--- config.mk ---
export PLATFORM = sky130hd
export DESIGN_NAME = uart_imem_dump
export DESIGN_NICKNAME = d
export VERILOG_FILES = /design/src/rtl/uart_pkg.sv /design/src/rtl/uart_tx_byte.sv /design/src/rtl/uart_imem_dump.sv
export SDC_FILE = /design/constraint.sdc
export NUM_CORES = 1
export LEC_CHECK = 0
export CAP_MARGIN = 10
export CORE_AREA = 2 2 138 140
export DETAILED_ROUTE_END_ITERATION = 7
export DIE_AREA = 0 0 140 142
export GPL_TIMING_DRIVEN = 1
export PLACE_DENSITY_LB_ADDON = 0.25
export SLEW_MARGIN = 10
export SYNTH_ARGS = -nofsm -noshare
export SYNTH_HDL_FRONTEND = slang
export SYNTH_SLANG_ARGS = --single-unit
--- constraint.sdc ---
create_clock -name CLK -period 6.48 [get_ports CLK]
set_clock_uncertainty 0.2 [all_clocks]
set_input_delay 1.296 -clock CLK [delete_from_list [all_inputs] [get_ports CLK]]
set_output_delay 1.296 -clock CLK [all_outputs]
set_load 0.02 [all_outputs]
--- src/rtl/uart_pkg.sv ---
// Shared UART definitions: dumper/serializer state encoding, baud divisor helper
// and the UART peripheral memory map.
package uart_pkg;

  typedef enum logic [2:0] {
    IDLE  = 3'd0,
    FETCH = 3'd1,
    WAIT  = 3'd2,
    START = 3'd3,
    DATA  = 3'd4,
    STOP  = 3'd5,
    NEXT  = 3'd6
  } state_t;

  localparam logic [31:0] UART_DATA_ADDR   = 32'h8000_0004;
  localparam logic [31:0] UART_CTRL_ADDR   = 32'h8000_0008;
  localparam logic [31:0] UART_STATUS_ADDR = 32'h8000_000C;

  function automatic int baud_count(input int clk_freq, input int baud_rate);
    return clk_freq / baud_rate;
  endfunction

endpackage

--- src/rtl/uart_tx_byte.sv ---
// 8N1 byte serializer. Owns start/data/stop bit timing; ready also rises in the
// last stop-bit cycle so a back-to-back load produces no idle gap between bytes.
module uart_tx_byte
  import uart_pkg::*;
#(
  parameter int BAUD_COUNT = 4
) (
  input  logic       CLK,
  input  logic       reset,
  input  logic       clear,
  input  logic       load,
  input  logic [7:0] data,
  output logic       TX,
  output logic       ready
);

  state_t      phase;
  logic [7:0]  shift;
  logic [3:0]  bit_cnt;
  logic [15:0] baud_cnt;
  logic        last_tick;

  assign last_tick = (baud_cnt == 16'(BAUD_COUNT - 1));
  assign ready     = (phase == IDLE) || ((phase == STOP) && last_tick);

  always_ff @(posedge CLK or posedge reset) begin
    if (reset) begin
      phase    <= IDLE;
      TX       <= 1'b1;
      shift    <= '0;
      bit_cnt  <= '0;
      baud_cnt <= '0;
    end else if (clear) begin
      phase    <= IDLE;
      TX       <= 1'b1;
      bit_cnt  <= '0;
      baud_cnt <= '0;
    end else if (load && ready) begin
      phase    <= START;
      TX       <= 1'b0;
      shift    <= data;
      bit_cnt  <= 4'd8;
      baud_cnt <= '0;
    end else begin
      case (phase)
        START: begin
          if (last_tick) begin
            phase    <= DATA;
            TX       <= shift[0];
            baud_cnt <= '0;
          end else begin
            baud_cnt <= baud_cnt + 16'd1;
          end
        end
        DATA: begin
          if (last_tick) begin
            shift    <= {1'b0, shift[7:1]};
            bit_cnt  <= bit_cnt - 4'd1;
            baud_cnt <= '0;
            if (bit_cnt == 4'd1) begin
              phase <= STOP;
              TX    <= 1'b1;
            end else begin
              TX <= shift[1];
            end
          end else begin
            baud_cnt <= baud_cnt + 16'd1;
          end
        end
        STOP: begin
          if (last_tick) begin
            phase    <= IDLE;
            baud_cnt <= '0;
          end else begin
            baud_cnt <= baud_cnt + 16'd1;
          end
        end
        default: begin
          phase <= IDLE;
          TX    <= 1'b1;
        end
      endcase
    end
  end

endmodule

--- src/rtl/uart_imem_dump.sv ---
// Reads word_count consecutive imem words and streams them out over 8N1 UART,
// byte 0 first. While a word is on the wire the FSM sits in START.
module uart_imem_dump
  import uart_pkg::*;
#(
  parameter int CLK_FREQ  = 5_000_000,
  parameter int BAUD_RATE = 9600
) (
  input  logic        CLK,
  input  logic        reset,
  input  logic        start,
  input  logic        abort,
  input  logic [31:0] base_addr,
  input  logic [15:0] word_count,
  output logic        mem_RE,
  output logic [31:0] mem_A,
  input  logic [31:0] mem_RD,
  output logic        TX,
  output logic        busy,
  output logic        done
);

  localparam int BAUD_COUNT = baud_count(CLK_FREQ, BAUD_RATE);

  state_t      state;
  logic [31:0] addr;
  logic [31:0] word;
  logic [15:0] remaining;
  logic [1:0]  byte_idx;
  logic [1:0]  next_idx;
  logic        ser_load;
  logic [7:0]  ser_data;
  logic        ser_ready;

  assign next_idx = byte_idx + 2'd1;

  // Byte 0 comes straight off mem_RD so the start bit begins the cycle after WAIT.
  always_comb begin
    ser_load = 1'b0;
    ser_data = word[{next_idx, 3'b000} +: 8];
    if (!abort) begin
      if (state == WAIT) begin
        ser_load = 1'b1;
        ser_data = mem_RD[7:0];
      end else if (state == START && ser_ready && byte_idx != 2'd3) begin
        ser_load = 1'b1;
      end
    end
  end

  uart_tx_byte #(.BAUD_COUNT(BAUD_COUNT)) u_tx (
    .CLK   (CLK),
    .reset (reset),
    .clear (abort),
    .load  (ser_load),
    .data  (ser_data),
    .TX    (TX),
    .ready (ser_ready)
  );

  always_ff @(posedge CLK or posedge reset) begin
    if (reset) begin
      state     <= IDLE;
      addr      <= '0;
      word      <= '0;
      remaining <= '0;
      byte_idx  <= '0;
      busy      <= 1'b0;
      done      <= 1'b0;
      mem_RE    <= 1'b0;
      mem_A     <= '0;
    end else begin
      done   <= 1'b0;
      mem_RE <= 1'b0;
      if (abort) begin
        state <= IDLE;
        busy  <= 1'b0;
      end else begin
        case (state)
          IDLE: begin
            if (start) begin
              if (word_count != 16'd0) begin
                addr      <= base_addr & 32'hFFFF_FFFC;
                mem_A     <= base_addr & 32'hFFFF_FFFC;
                mem_RE    <= 1'b1;
                remaining <= word_count;
                byte_idx  <= 2'd0;
                busy      <= 1'b1;
                state     <= FETCH;
              end else begin
                done <= 1'b1;
              end
            end
          end
          FETCH: state <= WAIT;
          WAIT: begin
            word  <= mem_RD;
            state <= START;
          end
          START: begin
            if (ser_ready) begin
              if (byte_idx != 2'd3) byte_idx <= next_idx;
              else                  state    <= NEXT;
            end
          end
          NEXT: begin
            remaining <= remaining - 16'd1;
            addr      <= addr + 32'd4;
            if (remaining == 16'd1) begin
              state <= IDLE;
              busy  <= 1'b0;
              done  <= 1'b1;
            end else begin
              byte_idx <= 2'd0;
              mem_A    <= addr + 32'd4;
              mem_RE   <= 1'b1;
              state    <= FETCH;
            end
          end
          default: state <= IDLE;
        endcase
      end
    end
  end

endmodule
==> results of run 1 <==
[per-stage QoR]
step                  util  cell area, um2  hold WS [ps]  power, mW
floorplan                -            8155         265.1      1.798
global placement    0.5138            9482         266.4      2.046
detailed placement  0.5138            9482         273.8      2.069
CTS                 0.5445           10050         288.5      3.044
global route        0.5446           10050         297.1      3.186
finish              0.5446           10050         282.9      3.014
[path summary, 6_finish.rpt]
| check | start | to | slack [ps] | cells past startpoint |
|---|---|---|---|---|
| max in group asynchronous | reset | addr[18]$_DFFE_PP0P_ | 3830 | 3 |
| hold reg to reg | mem_A[12]$_DFFE_PP0P_ | mem_A[12]$_DFFE_PP0P_ | 280 | 1 |
| min in group asynchronous | reset | word[7]$_DFFE_PP0P_ | 1050 | 2 |
| setup / recovery | word_count[6] | addr[23]$_DFFE_PP0P_ | 2170 | 6 |
| setup reg to reg | state[0]$_DFFE_PP0P_ | remaining[0]$_DFFE_PP0P_ | 3220 | 6 |
| hold / removal | mem_A[12]$_DFFE_PP0P_ | mem_A[12]$_DFFE_PP0P_ | 280 | 1 |
[worst max-delay path, stage by stage]
cell and delay (ps):
clkdlybuf4s50_1 470, nor4_1 750, a41oi_1 470, a21oi_2 1000, buf_4 300, a2bb2oi_1 170
[synth_stat cells (all sizes together) (5+ instances only)]
| master | instances |
|---|---|
| inv | 20 |
| o22ai | 5 |
| ha | 7 |
| mux4 | 8 |
| nand2 | 60 |
| mux2 | 78 |
| and3 | 5 |
| dfrtp | 151 |
| xor2 | 8 |
| clkbuf | 34 |
| o32ai | 5 |
| o221a | 6 |
| o21ai | 51 |
| and4 | 8 |
| xnor2 | 19 |
| nand4 | 13 |
| a31oi | 22 |
| nor2 | 65 |
| buf | 18 |
| nand3 | 33 |
| o21a | 5 |
| or4 | 11 |
| nor4 | 19 |
| o31ai | 10 |
| a211oi | 10 |
| nor3 | 20 |
| or3 | 13 |
| a21oi | 43 |
| o22a | 6 |
[kinds of logic after synthesis]
kind of cell | Yosys count | synth area share
DFF | 152 | 0.4666
buffers and inverters | 72 | 0.03759
AOI/OAI and AO/OA | 193 | 0.1530
and+or+nand+nor | 271 | 0.1709
muxes | 88 | 0.1322
adders and majority gates | 7 | 0.01074
xor gates and xnor gates | 27 | 0.02900
[per-layer routing]
layer  global-route usage  vias to the layer above  wire [um]
met3              0.03937                       23        918
met4              0.07071                        0        313
li1                     -                     3222          -
met5                    0                        -          0
met1               0.2736                     3243       9090
met2               0.2997                      146       8539
[flip-flops by register name, summed over array words and instances (netlist names), 3 cells and up]
signal,count
mem_A,32
state,3
u_tx.bit_cnt,4
u_tx.shift,8
u_tx.baud_cnt,16
word,32
u_tx.phase,3
addr,32
remaining,16
[power breakdown]
group	switching (mW)	total, mW	internal, mW
registers	0.186	1.36	1.17
clock network	0.425	0.964	0.539
logic	0.308	0.693	0.386
[final cells by class]
class | count | area share
Antenna cell | 1 | 0.0002490
Inverter | 20 | 0.007967
Multi-Input combinational cell | 586 | 0.4037
Tap cell | 234 | 0.02913
Sequential cell | 152 | 0.3786
Clock buffer | 18 | 0.04270
Timing Repair Buffer | 127 | 0.1240
Clock inverter | 14 | 0.01369
==> results.txt, run 1 <==
Synthesis-stage register bit count: 152
DR pass1 iterations: 7
TritonCTS clock tree: built
Top_reg_cell synth: dfrtp_1
Pleak: 3.881 nW
Htree depth: 4
Sequential Area: 3805 um2
Fin crit share: 0.6651
Final setup vio count: 0
Post-synthesis instance total: 810
Largest area contributor in the netlist: dfrtp_1
CP Launch Type: primary input
Routed len/inst: 16.37 um
Setup TNS: 0 ps
GRT overflow: 0
Vias in the first global route: 6,325
Largest cells by area after synthesis: dfrtp_1 46%, mux2_2 7.6%, mux2_1 3.2%
Post-Layout Cell Count: 1,152
Setup bufs post-CTS: 0
Fillcell total: 1,624
Worst Path Max Fanout: 26
Ys Warns: 0
Commonest non-fill, non-tap cell in the layout: dfrtp_1
Worst slew pin tran: 1210 ps
Largest net degree at the start of global routing: 80
Worst ir drop on vdd: 172.3 uV
DRC viols: 6
Kind of critical path: in -> reg
HP Class: reg -> reg
Vias/cell: 5.759
Kind of end point of the critical path: register
Layout area overhead: 23.24%
Post-DP HPWL: 12,710 um
Initial antenna violation count: 1
FP Rows: 50
Synthesized area per cell: 10.07 um2
Sink Count: 152
Placed cells: 1,119
Die H: 142 um
Cts bufs inserted: 17
Final #Nets: 995
Port Buffers: 117
Fmax: 232.0 MHz
Total GRT Usage: 0.1942
CTS root buf: clkbuf_16
Ys async rst share: 1.000
Initial Util: 0.4419
Worst Path Arrival: 4460 ps
Layout cells sized above 1: 0.1309
Hold buffers post-CTS: 0
Drt total wl: 18,860 um
First-pass GRT wire length: 31,260 um
Core area: 18,460 um2
Failing checks: DRC
RSZ-0062 raised after global routing: no
Post-synth EDFFs: 0
Final worst setup slack: 2170 ps
Fin crit period: 4310 ps
Clk buf depth: 2
Commonest cells after routing, fill and taps aside: 151 x dfrtp_1, 117 x clkdlybuf4s50_1, 63 x nor2_1, 60 x nand2_1, 55 x mux2_2
Die X: 140 um
Multi-input logic area: 4058 um2
Synth top area share: 0.4633
Initial drt markers: 453
Yosys cell types: 66
Post-Syn Area: 8155 um2
Die footprint: 19,880 um2
Setup WS pre-CTS: 1853 ps
Worst-Skew Late Latency: 420 ps
Outcome: complete, but fails checks
Worst-path clk slew: 70 ps
Post-synthesis sequential area ratio: 0.4666
Antenna viol nets, final: 0
Worst rel slew slack: 0.1934
Pwr/cell area: 299.9 nW/um2
I/O pin cnt: 120
DR vias: 6,634
GP Congestion: 0.8193
Maxcap violations: 0
Final hold vios: 0
Worst EP required: 6630 ps
Resized Gates After CTS: 0
Syn nets: 901
Final Max Tran Viols: 0
(Power assumes the default switching activity.)
==> run 2: changes to the inputs <==
==> constraint.sdc (replaced) <==
create_clock -name CLK -period 4.1 [get_ports CLK]
set_clock_uncertainty 0.2 [all_clocks]
set_input_delay 0.82 -clock CLK [delete_from_list [all_inputs] [get_ports CLK]]
set_output_delay 0.82 -clock CLK [all_outputs]
set_load 0.02 [all_outputs]
==> run 2 against run 1 <==
The flow still finishes with violations (DRC). Register-to-register slack got worse by 2100 ps. Design area rose by 0.60%. Sequential power up 58%. Worst setup slack worse by 1300 ps. First-iteration DRC count decreased by 12%. Core utilization rose by 0.33 points.
==> results.txt, run 2 (synthesis gave the netlist of run 1 again) <==
Outcome: complete, but fails checks
Failing checks: DRC
Fin crit share: 0.7883
FP Rows: 50 (unchanged)
Worst Path Arrival: 3340 ps (-1120 ps)
Fmax: 309.4 MHz
Max stage delay cell, worst path: nor4_1
I/O pin cnt: 120 (unchanged)
Core area: 18,460 um2 (unchanged)
GP Congestion: 0.7950 (-3.0%)
Resized Gates After CTS: 0 (unchanged)
Worst-Skew Late Latency: 430 ps (about the same)
Sink Count: 152 (unchanged)
Hold buffers post-CTS: 0 (unchanged)
Initial drt markers: 398 (-12%)
Reg2Reg Depth: 6 (unchanged)
Worst slew pin tran: 752.8 ps (-457.1 ps)
Final setup vio count: 0 (unchanged)
Clk buf depth: 2 (unchanged)
Largest net degree at the start of global routing: 110 (+38%)
Final Max Tran Viols: 0 (unchanged)
Setup WS pre-CTS: 433.3 ps (-1420 ps)
Setup slack, reg-to-reg: 1170 ps (-2050 ps)
Antenna viol nets, final: 0 (unchanged)
HP Class: reg -> reg
Endpoint of the worst hold-timing path: mem_A[20]$_DFFE_PP0P_
Htree depth: 4 (unchanged)
Port Buffers: 117 (unchanged)
Kind of end point of the critical path: register
GRT overflow: 0 (unchanged)
Routed len/inst: 16.44 um (+0.40%)
Buf/Inv on CP: 2 (unchanged)
TritonCTS clock tree: built
Layout cells sized above 1: 0.1357 (+0.004861)
Commonest cells after routing, fill and taps aside: 151 x dfrtp_1, 117 x clkdlybuf4s50_1, 63 x nor2_1, 60 x nand2_1, 55 x mux2_2
Initial Util: 0.4419 (unchanged)
Reg2Reg Launch Point: addr[2]$_DFFE_PP0P_
Post-DP Area: 9535 um2 (+0.57%)
Worst ir drop on vdd: 281.6 uV (+63%)
Worst Path Max Fanout: 27 (+3.8%)
Die H: 142 um (unchanged)
Commonest non-fill, non-tap cell in the layout: dfrtp_1
DR vias: 6,567 (-1.0%)
DRC viols: 5 (-1)
Hold path start: mem_A[20]$_DFFE_PP0P_
Worst path max stage delay: 560 ps (-440 ps)
RSZ-0062 raised after global routing: no
Setup bufs post-CTS: 0 (unchanged)
Pleak: 3.909 nW (+0.71%)
Cell breakdown of the critical path: clkdlybuf4s50_1 -> nor4_1 -> a41oi_1 -> nand2_1 -> and2_1 -> inv_2 -> mux2_1
Final #Nets: 999 (+0.40%)
CTS root buf: clkbuf_16
Kind of critical path: in -> reg
First-pass GRT wire length: 31,670 um (+1.3%)
Initial antenna violation count: 0 (-1)
Antenna cell count: 0 (-1)
Cts bufs inserted: 17 (unchanged)
Pwr/cell area: 473.5 nW/um2 (+58%)
Worst R2R End: addr[28]$_DFFE_PP0P_
Post-DP HPWL: 12,570 um (-1.0%)
Die X: 140 um (unchanged)
Fin crit period: 3232 ps
Final worst setup slack: 867.9 ps (-1302 ps)
Top flop regs: addr x32, mem_A x32, word x32
Finished layout cell area: 10,110 um2 (+0.60%)
Worst EP required: 4210 ps (-2420 ps)
CP Launch Type: primary input
Vias in the first global route: 6,185 (-2.2%)
Setup TNS: 0 ps (unchanged)
Hold depth: 1 (unchanged)
Maxcap violations: 0 (unchanged)
Family with the most delay on the worst path: simple AND/OR/NAND/NOR gates
Total GRT Usage: 0.1972 (+0.002979)
Layout area overhead: 23.98%
DR pass1 iterations: 7 (unchanged)
Vias/cell: 5.686 (-1.3%)
Die footprint: 19,880 um2 (unchanged)
Final hold vios: 0 (unchanged)
Worst-path clk slew: 70 ps (about the same)
Worst rel slew slack: 0.4935 (+0.3001)
Drt total wl: 18,990 um (+0.66%)
-- run 2: how the worst max path moves through the flow --
stage                         from               endpoint  slack (ps)  cells past startpoint
finish              word_count[11]   mem_A[9]$_DFFE_PP0P_         870                      7
floorplan                    abort  mem_A[21]$_DFFE_PP0P_        1130                      9
global route        word_count[10]   mem_A[9]$_DFFE_PP0P_         680                      7
CTS                 word_count[11]   mem_A[9]$_DFFE_PP0P_         890                      7
global placement    word_count[11]   mem_A[5]$_DFFE_PP0P_         500                      7
detailed placement  word_count[11]   mem_A[9]$_DFFE_PP0P_         430                      7
-- run 2: power breakdown --
group	internal (mW)	total, mW	switching (mW)
Combinational	0.613	1.10	0.486
Sequential	1.85	2.15	0.296
Clock	0.815	1.54	0.728
Total	3.28	4.79	1.51
-- run 2: area by class of cell --
type                       count  area (um2)
tap                          234       292.8
timing repair buffer         131        1301
sequential                   152        3805
fill                        1627        8344
clock inverter                15       150.1
multi-input combinational    586        4058
inverter                      20       78.83
clock buffer                  17       425.4
-- run 2: per-stage QoR --
stage,utilization,power (mW),cells,hold WS (ps)
floorplan,-,2.842,810,265.1
global placement,0.5167,3.239,1123,265.3
detailed placement,0.5167,3.274,1123,273.7
CTS,0.5479,4.828,1155,289.2
global route,0.5479,5.043,1155,299.1
finish,0.5479,4.787,1155,285.2
-- run 2: worst reg2reg max path, cell delays in order, from the launching register on --
cell and delay (ps):
dfrtp_1 430, ha_1 300, nand4_1 280, or3_1 660, or4_1 570, a31oi_1 230
mux2_2 190
-- run 2: metal layers --
layer	routed length (um)	track usage	vias to the layer above
met5	0	0	-
met4	215	0.05157	0
met3	670	0.03668	15
met2	8687	0.3018	131
met1	9411	0.2907	3208
li1	-	-	3213
==> run 3: changes to the inputs <==
==> constraint.sdc (replaced) <==
create_clock -name CLK -period 3.3 [get_ports CLK]
set_clock_uncertainty 0.2 [all_clocks]
set_input_delay 0.66 -clock CLK [delete_from_list [all_inputs] [get_ports CLK]]
set_output_delay 0.66 -clock CLK [all_outputs]
set_load 0.02 [all_outputs]
==> run 3 against run 2 <==
The run still ends with DRC left. Sequential cell count did not move. Global-route usage rose by 0.52 points. First-iteration DRC count fell by 1.5%. Critical path depth fell by 1. Core utilization rose by 1.3 points. Cell count rose by 1.2%. Critical path type is now reg -> reg. Largest power group unchanged.
==> results.txt, run 3 (synthesis gave the netlist of run 1 again) <==
Cts bufs inserted: 17 (unchanged)
Finished layout cell area: 10,350 um2 (+2.4%)
Antenna viol nets, final: 0 (unchanged)
Worst EP required: 3470 ps (-740 ps)
Die H: 142 um (unchanged)
Post-DP Area: 9703 um2 (+1.8%)
Core area: 18,460 um2 (unchanged)
Commonest non-fill, non-tap cell in the layout: dfrtp_1
DR pass1 iterations: 8 (+1)
Worst Path Max Fanout: 13 (-52%)
Outcome: complete, but fails checks
TritonCTS clock tree: built
Fin crit share: 0.8287
CTS root buf: clkbuf_16
Initial drt markers: 392 (-1.5%)
Final setup vio count: 0 (unchanged)
Final Max Tran Viols: 0 (unchanged)
Setup bufs post-CTS: 0 (unchanged)
Routed len/inst: 16.51 um (+0.42%)
Final #Nets: 1,013 (+1.4%)
Top flop regs: addr x32, mem_A x32, word x32
RSZ-0062 raised after global routing: no
Setup TNS: 0 ps (unchanged)
Antenna cell count: 0 (unchanged)
DR vias: 6,699 (+2.0%)
Die X: 140 um (unchanged)
Die footprint: 19,880 um2 (unchanged)
FP Rows: 50 (unchanged)
Clk buf depth: 2 (unchanged)
DRC viols: 5 (unchanged)
Sw Share: 0.2871 (-0.02822)
Total GRT Usage: 0.2024 (+0.005177)
Maxcap violations: 0 (unchanged)
Vias in the first global route: 6,381 (+3.2%)
Worst-path clk slew: 70 ps (about the same)
GRT overflow: 0 (unchanged)
Kind of end point of the critical path: register
Drt total wl: 19,300 um (+1.6%)
P_sw: 1.787 mW (+18%)
GP Congestion: 0.8314 (+4.6%)
Port Buffers: 117 (unchanged)
Worst slew pin tran: 807.9 ps (+55.11 ps)
Worst ir drop on vdd: 375.2 uV (+33%)
Final hold vios: 0 (unchanged)
Worst rel slew slack: 0.4564 (-0.03708)
Hold buffers post-CTS: 0 (unchanged)
Layout cells sized above 1: 0.1476 (+0.01187)
Largest net degree at the start of global routing: 50 (-55%)
CP Launch Type: register
Resized Gates After CTS: 0 (unchanged)
I/O pin cnt: 120 (unchanged)
Sink Count: 152 (unchanged)
Post-DP HPWL: 13,250 um (+5.4%)
Clock network power share: 0.347 (+0.025)
Sequential fraction of design power: 0.429 (-0.019)
Vias/cell: 5.731 (+0.79%)
Initial antenna violation count: 0 (unchanged)
Hold Slack: 282.2 ps (-2.939 ps)
HP Class: reg -> reg
Commonest cells after routing, fill and taps aside: 151 x dfrtp_1, 117 x clkdlybuf4s50_1, 63 x nor2_1, 60 x nand2_1, 55 x mux2_2
Fin crit period: 2735 ps
Initial Util: 0.4419 (unchanged)
Worst Path Arrival: 2910 ps (-430 ps)
Layout area overhead: 26.97%
Kind of critical path: reg -> reg
Pleak: 4.030 nW (+3.1%)
Internal power: 4.437 mW (+35%)
Htree depth: 4 (unchanged)
Worst-Skew Late Latency: 430 ps (about the same)
Fmax: 365.7 MHz
First-pass GRT wire length: 32,540 um (+2.7%)
Comb pwr share: 0.225 (-0.005)
Failing checks: DRC
Pwr/cell area: 601.1 nW/um2 (+27%)
-- run 3: per-stage QoR --
step | cells | power (mW) | setup slack (ps) | util
4_1_cts | 1169 | 6.270 | 572.9 | 0.5611
6_report | 1169 | 6.224 | 565.3 | 0.5611
3_5_place_dp | 1137 | 4.097 | 194.0 | 0.5258
3_3_place_gp | 1137 | 4.055 | 169.4 | 0.5258
2_1_floorplan | 810 | 3.530 | 486.1 | -
5_1_grt | 1169 | 6.544 | 348.8 | 0.5611
-- run 3: layer usage --
metal,vias up,global-route usage,wire length (um)
li1,3227,-,-
met1,3293,0.2974,9337
met2,158,0.3039,8795
met3,21,0.04172,904
met4,0,0.05954,258
met5,-,0,0
-- run 3: worst max-delay path, cell delays in order, from the launching register on --
cell and delay [ps]:
dfrtp_1 420, ha_1 300, nand4_1 180, or3_1 610, or4_1 570, a31oi_1 220, mux2_2 170
-- run 3: area by class of cell --
| type | instances | area [um2] |
|---|---|---|
| flip-flops and latches | 152 | 3805 |
| multi-input cells | 586 | 4058 |
| clock buffers | 18 | 429.2 |
| fillers | 1575 | 8100 |
| well taps | 234 | 292.8 |
| clock inverters | 14 | 222.7 |
| inverters | 20 | 78.83 |
| repair buffers | 145 | 1469 |
-- run 3: worst paths after layout --
| path | end | slack, ps | startpoint | cells past startpoint |
|---|---|---|---|---|
| setup / recovery | addr[26]$_DFFE_PP0P_ | 570 | addr[2]$_DFFE_PP0P_ | 6 |
| hold / removal | mem_A[26]$_DFFE_PP0P_ | 280 | mem_A[26]$_DFFE_PP0P_ | 1 |
| setup reg to reg | addr[26]$_DFFE_PP0P_ | 570 | addr[2]$_DFFE_PP0P_ | 6 |
| hold reg to reg | mem_A[26]$_DFFE_PP0P_ | 280 | mem_A[26]$_DFFE_PP0P_ | 1 |
| max in group asynchronous | u_tx.TX$_DFFE_PP1P_ | 1780 | reset | 3 |
| min in group asynchronous | mem_A[1]$_DFFE_PP0P_ | 450 | reset | 2 |
-- run 3: power groups by stage --
stage / sequential, mW / combinational [mW] / clock, mW
global route: 2.74 / 1.53 / 2.27
finish: 2.67 / 1.40 / 2.16
global placement: 2.68 / 1.37 / 0
detailed placement: 2.70 / 1.40 / 0
CTS: 2.67 / 1.41 / 2.19
floorplan: 2.70 / 0.835 / 0
